--- src/rtl/fft_twiddle_seq_if.sv ---
`default_nettype none
// ============================================================================
// Module  : fft_twiddle_seq_if
// Brief   : Start/status and valid/ready coefficient stream of the twiddle
//           sequencer.
// Revision: 1.0 - initial release
// ============================================================================
interface fft_twiddle_seq_if #(
  parameter int N_LOG2 = 3,
  parameter int WIDTH  = 17
);
  logic              Start;
  logic              busy;
  logic              done;
  logic              out_valid;
  logic              out_ready;
  logic [N_LOG2-1:0] out_k;
  logic [N_LOG2-1:0] out_n;
  logic [WIDTH-1:0]  coeff_real;
  logic [WIDTH-1:0]  coeff_imag;

  modport master (
    input  Start, out_ready,
    output busy, done, out_valid, out_k, out_n, coeff_real, coeff_imag
  );

  modport slave (
    output Start, out_ready,
    input  busy, done, out_valid, out_k, out_n, coeff_real, coeff_imag
  );
endinterface
`default_nettype wire

--- src/rtl/fft_twiddle_seq.sv ---
`default_nettype none
// ============================================================================
// Module  : fft_twiddle_seq
// Brief   : Streams W_N^(k*n) for k,n = 0..N-1 through a two-stage pipeline.
//           Define TWIDDLE_QUARTER_WAVE_EN for a quarter-wave cosine ROM.
// Revision: 1.0 - initial release
// ============================================================================
module fft_twiddle_seq #(
  parameter int N_LOG2 = 3,
  parameter int WIDTH  = 17
) (
  input  wire logic           Clk,
  input  wire logic           Reset,
  fft_twiddle_seq_if.master   bus
);

  localparam int c_n = 1 << N_LOG2;
  localparam int c_q = c_n / 4;
  localparam logic [N_LOG2-1:0] c_last = '1;
  localparam logic signed [WIDTH-1:0] c_unity = WIDTH'(1 << (WIDTH-2));
  localparam real c_unity_r = 1.0 * (1 << (WIDTH-2));
  localparam real c_pi = 3.14159265358979323846;

  localparam logic [1:0] c_st_idle  = 2'd0;
  localparam logic [1:0] c_st_run   = 2'd1;
  localparam logic [1:0] c_st_drain = 2'd2;

  // First-quadrant cosine; the end points are forced so 1.0 and 0 are exact.
  function automatic logic signed [WIDTH-1:0] f_cos_q(input int r);
    real x;
    real s;
    int  v;
    if (r == 0) return c_unity;
    if (r == c_q) return '0;
    x = $cos(2.0 * c_pi * r / c_n) * c_unity_r;
    s = (x >= 0.0) ? $floor(x + 0.5) : -$floor(-x + 0.5);
    if (s > c_unity_r) s = c_unity_r;
    if (s < -c_unity_r) s = -c_unity_r;
    v = $rtoi(s);
    return v[WIDTH-1:0];
  endfunction

  logic [1:0]        r_state;
  logic [N_LOG2-1:0] r_k;
  logic [N_LOG2-1:0] r_n;
  logic              r_s1_valid;
  logic [N_LOG2-1:0] r_s1_k;
  logic [N_LOG2-1:0] r_s1_n;
  logic [N_LOG2-1:0] r_s1_m;
  logic              r_out_valid;
  logic [N_LOG2-1:0] r_out_k;
  logic [N_LOG2-1:0] r_out_n;
  logic [WIDTH-1:0]  r_re;
  logic [WIDTH-1:0]  r_im;

  logic              w_stall;
  logic              w_issue;
  logic              w_last_idx;
  logic              w_done;
  logic [N_LOG2-1:0] w_m;
  logic signed [WIDTH-1:0] w_re;
  logic signed [WIDTH-1:0] w_im;

  assign w_stall    = r_out_valid && !bus.out_ready;
  assign w_issue    = (r_state == c_st_run) && !w_stall;
  assign w_last_idx = (r_k == c_last) && (r_n == c_last);
  assign w_done     = (r_state == c_st_drain) && r_out_valid && bus.out_ready &&
                      (r_out_k == c_last) && (r_out_n == c_last);
  // Keeping the product at N_LOG2 bits is exactly the mod-N reduction.
  assign w_m        = r_k * r_n;

`ifdef TWIDDLE_QUARTER_WAVE_EN
  localparam int c_qw = (c_q + 1 > 1) ? $clog2(c_q + 1) : 1;
  localparam logic [N_LOG2-1:0] c_qmask = N_LOG2'(c_q - 1);

  logic signed [WIDTH-1:0] w_rom_cos [c_q+1];
  logic [c_qw-1:0]         w_ia;
  logic [c_qw-1:0]         w_ib;
  logic [1:0]              w_quad;
  logic signed [WIDTH-1:0] w_ca;
  logic signed [WIDTH-1:0] w_cb;

  for (genvar gi = 0; gi <= c_q; gi++) begin : g_rom
    localparam logic signed [WIDTH-1:0] c_cos = f_cos_q(gi);
    assign w_rom_cos[gi] = c_cos;
  end

  assign w_quad = r_s1_m[N_LOG2-1 -: 2];
  assign w_ia   = c_qw'(r_s1_m & c_qmask);
  assign w_ib   = c_qw'(c_q) - w_ia;
  assign w_ca   = w_rom_cos[w_ia];
  assign w_cb   = w_rom_cos[w_ib];

  // cos/-sin of quadrant q from the first-quadrant table, mirrored about pi/4.
  always_comb begin
    w_re = w_ca;
    w_im = -w_cb;
    case (w_quad)
      2'd0: begin w_re = w_ca;  w_im = -w_cb; end
      2'd1: begin w_re = -w_cb; w_im = -w_ca; end
      2'd2: begin w_re = -w_ca; w_im = w_cb;  end
      default: begin w_re = w_cb; w_im = w_ca; end
    endcase
  end
`else
  function automatic logic signed [WIDTH-1:0] f_re(input int m);
    case (m / c_q)
      0:       return f_cos_q(m % c_q);
      1:       return -f_cos_q(c_q - (m % c_q));
      2:       return -f_cos_q(m % c_q);
      default: return f_cos_q(c_q - (m % c_q));
    endcase
  endfunction

  function automatic logic signed [WIDTH-1:0] f_im(input int m);
    case (m / c_q)
      0:       return -f_cos_q(c_q - (m % c_q));
      1:       return -f_cos_q(m % c_q);
      2:       return f_cos_q(c_q - (m % c_q));
      default: return f_cos_q(m % c_q);
    endcase
  endfunction

  logic signed [WIDTH-1:0] w_rom_re [c_n];
  logic signed [WIDTH-1:0] w_rom_im [c_n];

  for (genvar gi = 0; gi < c_n; gi++) begin : g_rom
    localparam logic signed [WIDTH-1:0] c_re = f_re(gi);
    localparam logic signed [WIDTH-1:0] c_im = f_im(gi);
    assign w_rom_re[gi] = c_re;
    assign w_rom_im[gi] = c_im;
  end

  assign w_re = w_rom_re[r_s1_m];
  assign w_im = w_rom_im[r_s1_m];
`endif

  always_ff @(posedge Clk or negedge Reset) begin
    if (!Reset) begin
      r_state     <= c_st_idle;
      r_k         <= '0;
      r_n         <= '0;
      r_s1_valid  <= 1'b0;
      r_s1_k      <= '0;
      r_s1_n      <= '0;
      r_s1_m      <= '0;
      r_out_valid <= 1'b0;
      r_out_k     <= '0;
      r_out_n     <= '0;
      r_re        <= '0;
      r_im        <= '0;
    end else begin
      case (r_state)
        c_st_idle:  if (bus.Start) r_state <= c_st_run;
        c_st_run:   if (w_issue && w_last_idx) r_state <= c_st_drain;
        c_st_drain: if (w_done) r_state <= c_st_idle;
        default:    r_state <= c_st_idle;
      endcase

      // Counters wrap back to (0,0) after the final index, ready for the next sweep.
      if (w_issue) begin
        r_n <= r_n + 1'b1;
        if (r_n == c_last) r_k <= r_k + 1'b1;
      end

      if (!w_stall) begin
        r_s1_valid  <= w_issue;
        r_s1_k      <= r_k;
        r_s1_n      <= r_n;
        r_s1_m      <= w_m;
        r_out_valid <= r_s1_valid;
        r_out_k     <= r_s1_k;
        r_out_n     <= r_s1_n;
        r_re        <= w_re;
        r_im        <= w_im;
      end
    end
  end

  assign bus.busy       = (r_state != c_st_idle);
  assign bus.done       = w_done;
  assign bus.out_valid  = r_out_valid;
  assign bus.out_k      = r_out_k;
  assign bus.out_n      = r_out_n;
  assign bus.coeff_real = r_re;
  assign bus.coeff_imag = r_im;

endmodule
`default_nettype wire
--- src/flat_wrapper.sv ---
// flat-port wrapper written by rule: the top's interface ports become plain ports
module fft_twiddle_seq_flat 
#(
  parameter int N_LOG2 = 3,
  parameter int WIDTH  = 17
)
  (Clk, Reset, bus_Start, bus_out_ready, bus_busy, bus_done, bus_out_valid, bus_out_k, bus_out_n, bus_coeff_real, bus_coeff_imag);
  fft_twiddle_seq_if #(.N_LOG2(N_LOG2), .WIDTH(WIDTH)) bus_i ();
  input  wire logic Clk;
  input  wire logic Reset;
  input wire logic [$bits(bus_i.Start)-1:0] bus_Start;
  input wire logic [$bits(bus_i.out_ready)-1:0] bus_out_ready;
  output wire logic [$bits(bus_i.busy)-1:0] bus_busy;
  output wire logic [$bits(bus_i.done)-1:0] bus_done;
  output wire logic [$bits(bus_i.out_valid)-1:0] bus_out_valid;
  output wire logic [$bits(bus_i.out_k)-1:0] bus_out_k;
  output wire logic [$bits(bus_i.out_n)-1:0] bus_out_n;
  output wire logic [$bits(bus_i.coeff_real)-1:0] bus_coeff_real;
  output wire logic [$bits(bus_i.coeff_imag)-1:0] bus_coeff_imag;
  assign bus_i.Start = bus_Start;
  assign bus_i.out_ready = bus_out_ready;
  assign bus_busy = bus_i.busy;
  assign bus_done = bus_i.done;
  assign bus_out_valid = bus_i.out_valid;
  assign bus_out_k = bus_i.out_k;
  assign bus_out_n = bus_i.out_n;
  assign bus_coeff_real = bus_i.coeff_real;
  assign bus_coeff_imag = bus_i.coeff_imag;
  fft_twiddle_seq #(.N_LOG2(N_LOG2), .WIDTH(WIDTH)) u_core (.Clk(Clk), .Reset(Reset), .bus(bus_i));
endmodule
--- config.mk ---
export PLATFORM = sky130hd
export DESIGN_NAME = fft_twiddle_seq_flat
export DESIGN_NICKNAME = d
export VERILOG_FILES = /design/src/rtl/fft_twiddle_seq_if.sv /design/src/rtl/fft_twiddle_seq.sv /design/src/flat_wrapper.sv
export SDC_FILE = /design/constraint.sdc
export NUM_CORES = 1
export LEC_CHECK = 0
export BUFFER_PORTS_ARGS = -buffer_cell sky130_fd_sc_hd__buf_4
export CAP_MARGIN = 20
export CORE_MARGIN = 5
export CORE_UTILIZATION = 35
export DETAILED_ROUTE_END_ITERATION = 8
export GPL_TIMING_DRIVEN = 0
export PLACE_DENSITY = 0.67
export SLEW_MARGIN = 10
export SYNTH_ARGS = -nofsm -noshare
export SYNTH_HDL_FRONTEND = slang
export SYNTH_SLANG_ARGS = --single-unit
--- constraint.sdc ---
create_clock -name Clk -period 1.2 [get_ports Clk]
set_input_delay 0 -clock Clk [delete_from_list [all_inputs] [get_ports Clk]]
set_output_delay 0 -clock Clk [all_outputs]
set_load 0.1 [all_outputs]
# After elaboration in Yosys (flattened, before gate mapping)

Memory sizes are Yosys's and may differ from the RTL's. A register that Yosys moved wholly into a read port is not among the register bits.
Index checks and enable logic that the tools add are counted.

Eq/ne operators: 9
Multiplexer cells: 4
Multiply operators: 1
Bitwise logic cells: 1
Reductions and logical operators: 18
Div/mod/pow operators: 0
Shift operators: 0
Order comparisons: 0
Add/subtract/negate cells: 2

Operators with widths:

| cell                                                | count |
|---|---|
| equality test 3 bit, second input constant          | 4 |
| logical AND 1 bit                                   | 8 |
| adder 3 x 1 -> 3 bit, second input constant         | 2 |
| zero test 1 bit                                     | 6 |
| two-way mux 2 bit                                   | 3 |
| != test 2 bit, second input constant                | 3 |
| one-hot mux 2 bit (3 select lines)                  | 1 |
| NOT 3 -> 4 bit                                      | 1 |
| multiplier 3 x 3 -> 3 bit                           | 1 |
| AND reduction 3 bit                                 | 1 |
| equality test 2 x 1 -> 1 bit, second input constant | 1 |
| equality test 2 bit, second input constant          | 1 |
| zero test 2 bit                                     | 1 |
| AND reduction 2 bit                                 | 1 |
| nonzero test 2 bit                                  | 1 |

Memories kept: 2
Flip-flop bits (word level): 25
Logic and storage cells: 47
Bits in read-only memories: 272
Input bits: 4
Latch bits: 0
RAM bits: 0

Memories:

| memory          | depth | width | rd ports | clocked after memory_dff | wr ports | line                   | source |
|---|---|---|---|---|---|---|---|
| (no name shown) | 8     | 17    | 1        | 1                        | 0        | fft_twiddle_seq.sv:135 | `assign w_im = w_rom_im[r_s1_m];` |
| (no name shown) | 8     | 17    | 1        | 1                        | 0        | fft_twiddle_seq.sv:134 | `assign w_re = w_rom_re[r_s1_m];` |

# Depth between registers and ports, before layout

Gate-level depths: netlist (run 1).

Depth after elaboration: 7
Depth in mapped cells: 5

# Worst setup path before layout (run 1)

OpenSTA, ideal clock, no wires.

Path type: register -> output
From: reg u_core.r_out_valid (netlist: u_core.bus.out_valid)
To: out bus_done
Data arrival time: 4056 ps
Required time: 1200 ps
Stages on the path, launching flop included: 3
Path slack: -2856 ps
Cell sequence: dfrtp_1 > nand4_1 > nor4_1

Longest elaborated chain between the ends: 4

Ends and longest elaborated chain:

| what                           | line                   | source |
|---|---|---|
| start, declared                | fft_twiddle_seq.sv:50  | `logic r_out_valid;` |
| start signal, assigned         | fft_twiddle_seq.sv:171 | `r_out_valid <= r_s1_valid;` |
| logical AND 1 bit (3 in a row) | fft_twiddle_seq.sv:67  | `assign w_done = (r_state == c_st_drain) && r_out_valid && bus.out_ready &&` |
| logical AND 1 bit              | fft_twiddle_seq.sv:68  | `(r_out_k == c_last) && (r_out_n == c_last);` |
| end, declared                  | flat_wrapper.sv:14     | `output wire logic [$bits(bus_i.done)-1:0] bus_done;` |

No other way between the ends.

# Worst setup path after layout (run 1)

Ends and elaborated chain as after synthesis.

==> metrics.txt, run 1 <==
outcome=finished, violations left; failing checks=negative setup slack; DRT iter0 DRCs=44; vias post-DR=1383; area grow syn2layout=57.4%; port buffer count=44; Die X=80.0 um; Critical-path top delay cell=dfrtp_4; residual DRC count=0; fmax=684 MHz; Syn Std Cell Area=1720 um2; CTS H-tree depth=2; reg2reg setup slack=-0.25 ns; cts bufs inserted=5; Final period util=122%; max cap viols=0; # fillers=409; Synthesis Warnings=0; Hold Path Class=input pin to flop; Die Footprint=6400 um2; initial antenna violation count=0; synth unique cells=32; DRT antenna net count=0; root buffer selected by CTS=clkbuf_8; Worst Hold End=u_core.bus.out_valid; TritonRoute pass-1 iters=4; Reg clk slew, reported paths=0.07 ns; CTS tree=built; placed cells=285; Rows=25; Layout Nets=262; CTS Sinks=34; hold path start=bus_out_ready; crit path cell chain=nand4_1 > nor4_4 > buf_6; dpl cell area=2230 um2; WHS Path Cells=4; Core ar.=4750 um2; # IOs=47; final instance area=2700 um2; CP Launch Point=u_core.bus.out_valid; first-pass GRT wire length=6.15 mm; number of diodes=0; dpl hpwl=2.53 mm; clock latency on the worst-skew pair=0.28 ns; final worst setup slack=-0.262 ns; CP top delay family=simple AND/OR/NAND/NOR gates; CP max stage delay=0.40 ns; die height=80.0 um; gr ovfl total=0; Reg2Reg Launch Point=u_core.bus.out_valid; Pwr Density=746 nW/um2; startpoint type of the worst setup path=flop; kind of end point of the critical path=primary output; Buf/Inv on CP=1; Initial Util=36.1%; Yosys reg bits=34; commonest non-fill, non-tap cell in the layout=buf_4; P_leak=0.00144 uW; Synth Instances=173; fin. max-slew vios=0; maximum vdd drop=0.000344 V; share of layout cells above drive strength 1=61.0%; sequential area share after synthesis=49.6%; unrepaired setup endpoints after global routing=true; Placer Congestion=0.718; Worst EP required=1.20 ns; Total Wirelength=3.95 mm; Arr. time, crit path=1.46 ns; Reg2Reg Depth=5; largest net degree at the start of global routing=35; critical path class=flop to primary output; GRT Util Overall=12.6%; Avg WL per Cell=12.4 um; # setup viols final=30; Max Root-Sink Buffers=2; Final Skew=0.00409 ns; vias per inst=4.35; Final Hold Vio Count=0; final std cells w/o fill=318; min Tclk post-route=1.46 ns; critical-path maximum fanout=2; syn_area_per_cell=9.92 um2; most frequent cells in the layout=buf_4 (87), nand2_1 (46), dfrtp_1 (18); R2R Path End=u_core.r_k[1]; vias in the first global route=1315
==> Yosys cell counts, drive strengths merged <==
cell,number,share of area [%]
a21oi,4,1.2
xor2,2,1.0
dfrtp,34,50
o221a,1,0.66
nand2,50,11
clkbuf,4,0.88
buf,28,12
and3,1,0.36
o31ai,3,1.3
nor2,3,0.66
mux2i,2,1.2
nand2b,2,1.2
nand4,2,0.73
o21ai,7,2.0
nor2b,1,0.36
and2b,1,0.44
nor4,1,0.36
inv,4,0.88
ha,8,5.8
xnor2,3,1.5
or2,1,0.36
a21o,1,0.44
nand3,1,0.29
mux2,5,3.7
o32ai,1,0.51
and2,2,0.73
conb,1,0.22
==> worst max path at each step <==
stage	end	slack, ns	cells after the start
2_1_floorplan	bus_done	-0.74	2
3_5_place_dp	u_core.r_k[1]	-0.23	4
5_1_grt	bus_done	-0.32	3
4_1_cts	bus_done	-0.26	3
6_report	bus_done	-0.26	3
3_3_place_gp	u_core.r_k[2]	-0.21	4
==> worst reg2reg max path, stage by stage (launching register included) <==
cell,delay [ns]
dfrtp_4,0.47
buf_4,0.15
nand2b_4,0.07
and3_4,0.25
nand2_4,0.10
mux2_4,0.30
==> metrics by stage <==
stage | utilization [%] | hold WS, ns | worst slack [ns] | total power [uW] | setup TNS (ns)
CTS | 52.3 | 0.110 | -0.263 | 2030 | -0.697
detailed placement | 47.0 | -0.0237 | -0.227 | 1230 | -1.05
floorplan | - | -0.296 | -0.740 | 1200 | -4.07
finish | 56.8 | 0.174 | -0.262 | 2010 | -3.96
global route | 56.8 | 0.172 | -0.325 | 2080 | -5.32
global placement | 47.0 | -0.0272 | -0.214 | 1230 | -0.891
==> final cells by class <==
cell class              count  area (um2)  share of cell area (%)
multi-input cells         104         769                    28.5
repair buffers             71         609                    22.6
inverters                   4        15.0                   0.556
plain buffers              30         259                    9.59
well taps                  67        83.8                    3.10
flip-flops and latches     34         883                    32.7
clock buffers               8        80.1                    2.97
==> layer usage <==
layer / GRT usage (%) / part of all wire [%] / up-vias
li1: - / - / 686
met1: 14.0 / 40 / 653
met2: 21.9 / 52 / 39
met3: 4.18 / 6.9 / 5
met4: 5.07 / 1.4 / 0
met5: 0 / 0 / -
==> state kept, by name, indices dropped and copies added, names as in the netlist, 3 cells and up <==
signal and cells:
u_core.r_n 3, u_core.bus.coeff_imag 5, u_core.r_s1_m 3, u_core.bus.out_n 3, u_core.r_k 3, u_core.bus.out_k 3
u_core.r_s1_k 3, u_core.bus.coeff_real 4, u_core.r_s1_n 3
==> where the power goes <==
group / internal [uW] / total [uW] / switching [uW]
Sequential: 1150 / 1150 / 0
Clock: 412 / 798 / 387
Combinational: 16.8 / 69.2 / 52.4
Total: 1570 / 2010 / 439
==> kinds of logic after synthesis <==
logic type / share of synthesized area (%)
DFF: 49.6
AOI/OAI and AO/OA: 6.13
xor gates and xnor gates: 2.55
buffers and inverters: 13.9
other: 0.219
muxes: 4.89
and+or+nand+nor: 16.8
adders and majority gates: 5.84
==> timing repair <==
| action | CTS | global route |
|---|---|---|
| pin swaps | 5 | 4 |
| buffers inserted | 15 | 8 |
| endpoints found under the hold margin | 35 | 0 |
| gates cloned | 0 | 2 |
| gates resized for setup | 17 | 27 |
| hold buffers | 2 | 0 |
| setup endpoints to repair | 11 | 25 |
(Power assumes the default switching activity.)
==> run 2: changes to the inputs <==
SKIP_LAST_GASP = 1   (was unset)
==> run 2 against run 1 <==
Against the previous run: the flow still finishes with violations (negative setup slack); hold slack worse by 0.021 ns; non-clock buffer count unchanged; clock-buffer cell count unchanged; combinational power up 1%; via count up 0.22%; critical path type is now flop to flop; largest cell class unchanged.
==> metrics.txt, run 2 (synthesized netlist as in run 1, its figures left out) <==
cts bufs inserted=5; fmax=689 MHz; P_int=1570 uW; residual DRC count=0; Worst Hold End=u_core.bus.out_valid; reg2reg setup slack=-0.25 ns; # setup viols final=32; vias per inst=4.36; largest net degree at the start of global routing=35; Layout Nets=262; critical-path maximum fanout=5; Reg2Reg Launch Point=u_core.bus.out_valid; Arr. time, crit path=1.62 ns; Final period util=121%; CTS Sinks=34; outcome=finished, violations left; P_leak=0.00143 uW; Total Wirelength=3.96 mm; crit path cell chain=buf_4 > nand2b_4 > and3_4 > nand2_4 > mux2_4; Max Root-Sink Buffers=2; startpoint type of the worst setup path=flop; Placer Congestion=0.718; Reg clk slew, reported paths=0.07 ns; Critical-path top delay cell=dfrtp_4; R2R Path End=u_core.r_k[1]; switch share=22.0%; first-pass GRT wire length=6.15 mm; Sw Pwr=444 uW; maximum vdd drop=0.000340 V; clock latency on the worst-skew pair=0.28 ns; Avg WL per Cell=12.4 um; area grow syn2layout=55.8%; min Tclk post-route=1.45 ns; final instance area=2670 um2; CP Launch Point=u_core.bus.out_valid; Core ar.=4750 um2; Rows=25; Design Power=2020 uW; vias in the first global route=1315; Die Footprint=6400 um2; CTS tree=built; combinational share of power=3.5%; dpl hpwl=2.53 mm; port buffer count=44; failing checks=negative setup slack; Worst EP required=1.37 ns; unrepaired setup endpoints after global routing=true; max cap viols=0; final worst setup slack=-0.251 ns; share of layout cells above drive strength 1=58.6%; Pwr Density=755 nW/um2; DRT iter0 DRCs=64; sequential power share=56.8%; Initial Util=36.1%; Final Hold Vio Count=0; Reg2Reg Depth=5; TritonRoute pass-1 iters=4; clock share of power=39.8%; WHS Path Cells=4; critical path class=flop to flop; GRT Util Overall=12.6%; # IOs=47; commonest non-fill, non-tap cell in the layout=buf_4; CP max stage delay=0.47 ns; hold path start=bus_out_ready; fin. max-slew vios=0; number of diodes=0; initial antenna violation count=0; CTS H-tree depth=2; Hold Path Class=input pin to flop; die height=80.0 um; dpl cell area=2230 um2; gr ovfl total=0; Die X=80.0 um; Final Skew=0.00434 ns; kind of end point of the critical path=flop; most frequent cells in the layout=buf_4 (88), nand2_1 (47), dfrtp_1 (18); # fillers=417; DRT antenna net count=0; max FFs per register=5; root buffer selected by CTS=clkbuf_8; vias post-DR=1386
-- run 2: changes by cell type in the layout (fill, tap and decap cells not counted), moves of 2 or more --
cell     delta
o31ai_1     +2
o21ai_2     -3
o31ai_2     -2
o21ai_1     +3
-- run 2: how the worst max path moves through the flow --
stage                    end  slack (ns)  cells after the start
5_1_grt             bus_done       -0.30                      3
3_5_place_dp   u_core.r_k[1]       -0.23                      4
2_1_floorplan       bus_done       -0.74                      2
6_report       u_core.r_k[1]       -0.25                      5
3_3_place_gp   u_core.r_k[2]       -0.21                      4
4_1_cts             bus_done       -0.26                      3
-- run 2: final cells by class --
| class | count | area (um2) | area share [%] |
|---|---|---|---|
| multi-input combinational | 104 | 746 | 27.9 |
| buffer | 30 | 255 | 9.55 |
| inverter | 4 | 15.0 | 0.562 |
| timing repair buffer | 71 | 609 | 22.8 |
| sequential | 34 | 883 | 33.1 |
| tap | 67 | 83.8 | 3.14 |
| clock buffer | 8 | 80.1 | 3.00 |
-- run 2: metal layers --
metal	up-vias	wire (um)	GRT usage (%)
li1	685	-	-
met1	656	1600	14.0
met2	39	2030	21.9
met3	6	272	4.18
met4	0	58	5.07
met5	-	0	0
-- run 2: worst max-delay path: cells and delay by family (launching register included) --
family / cells / cell delay, ns
buffers and inverters: 1 / 0.15
and+or+nand+nor: 3 / 0.41
DFF: 1 / 0.47
muxes: 1 / 0.30
-- run 2: metrics by stage --
step                worst slack [ns]  TNS [ns]  utilization, %  instances  hold slack [ns]
global placement              -0.214    -0.891            47.0        285          -0.0272
detailed placement            -0.227     -1.05            47.0        285          -0.0237
finish                        -0.251     -3.95            56.2        318            0.153
global route                  -0.304     -5.37            56.2        318            0.155
floorplan                     -0.740     -4.07               -        174           -0.296
CTS                           -0.263    -0.697            52.3        308            0.110
-- run 2: what timing repair did --
item,in CTS,in global routing
hold buffers,2,0
cloned,0,2
gates resized for setup,17,20
pin swaps,5,4
endpoints found under the hold margin,35,0
setup endpoints to repair,11,25
setup buffers,15,8
-- run 2: power groups by stage --
stage	registers, uW	clock network (uW)	logic, uW
6_report	1150	803	70.1
4_1_cts	1150	810	71.0
5_1_grt	1140	862	76.6
3_3_place_gp	1170	0	65.3
3_5_place_dp	1170	0	66.0
2_1_floorplan	1170	0	34.0
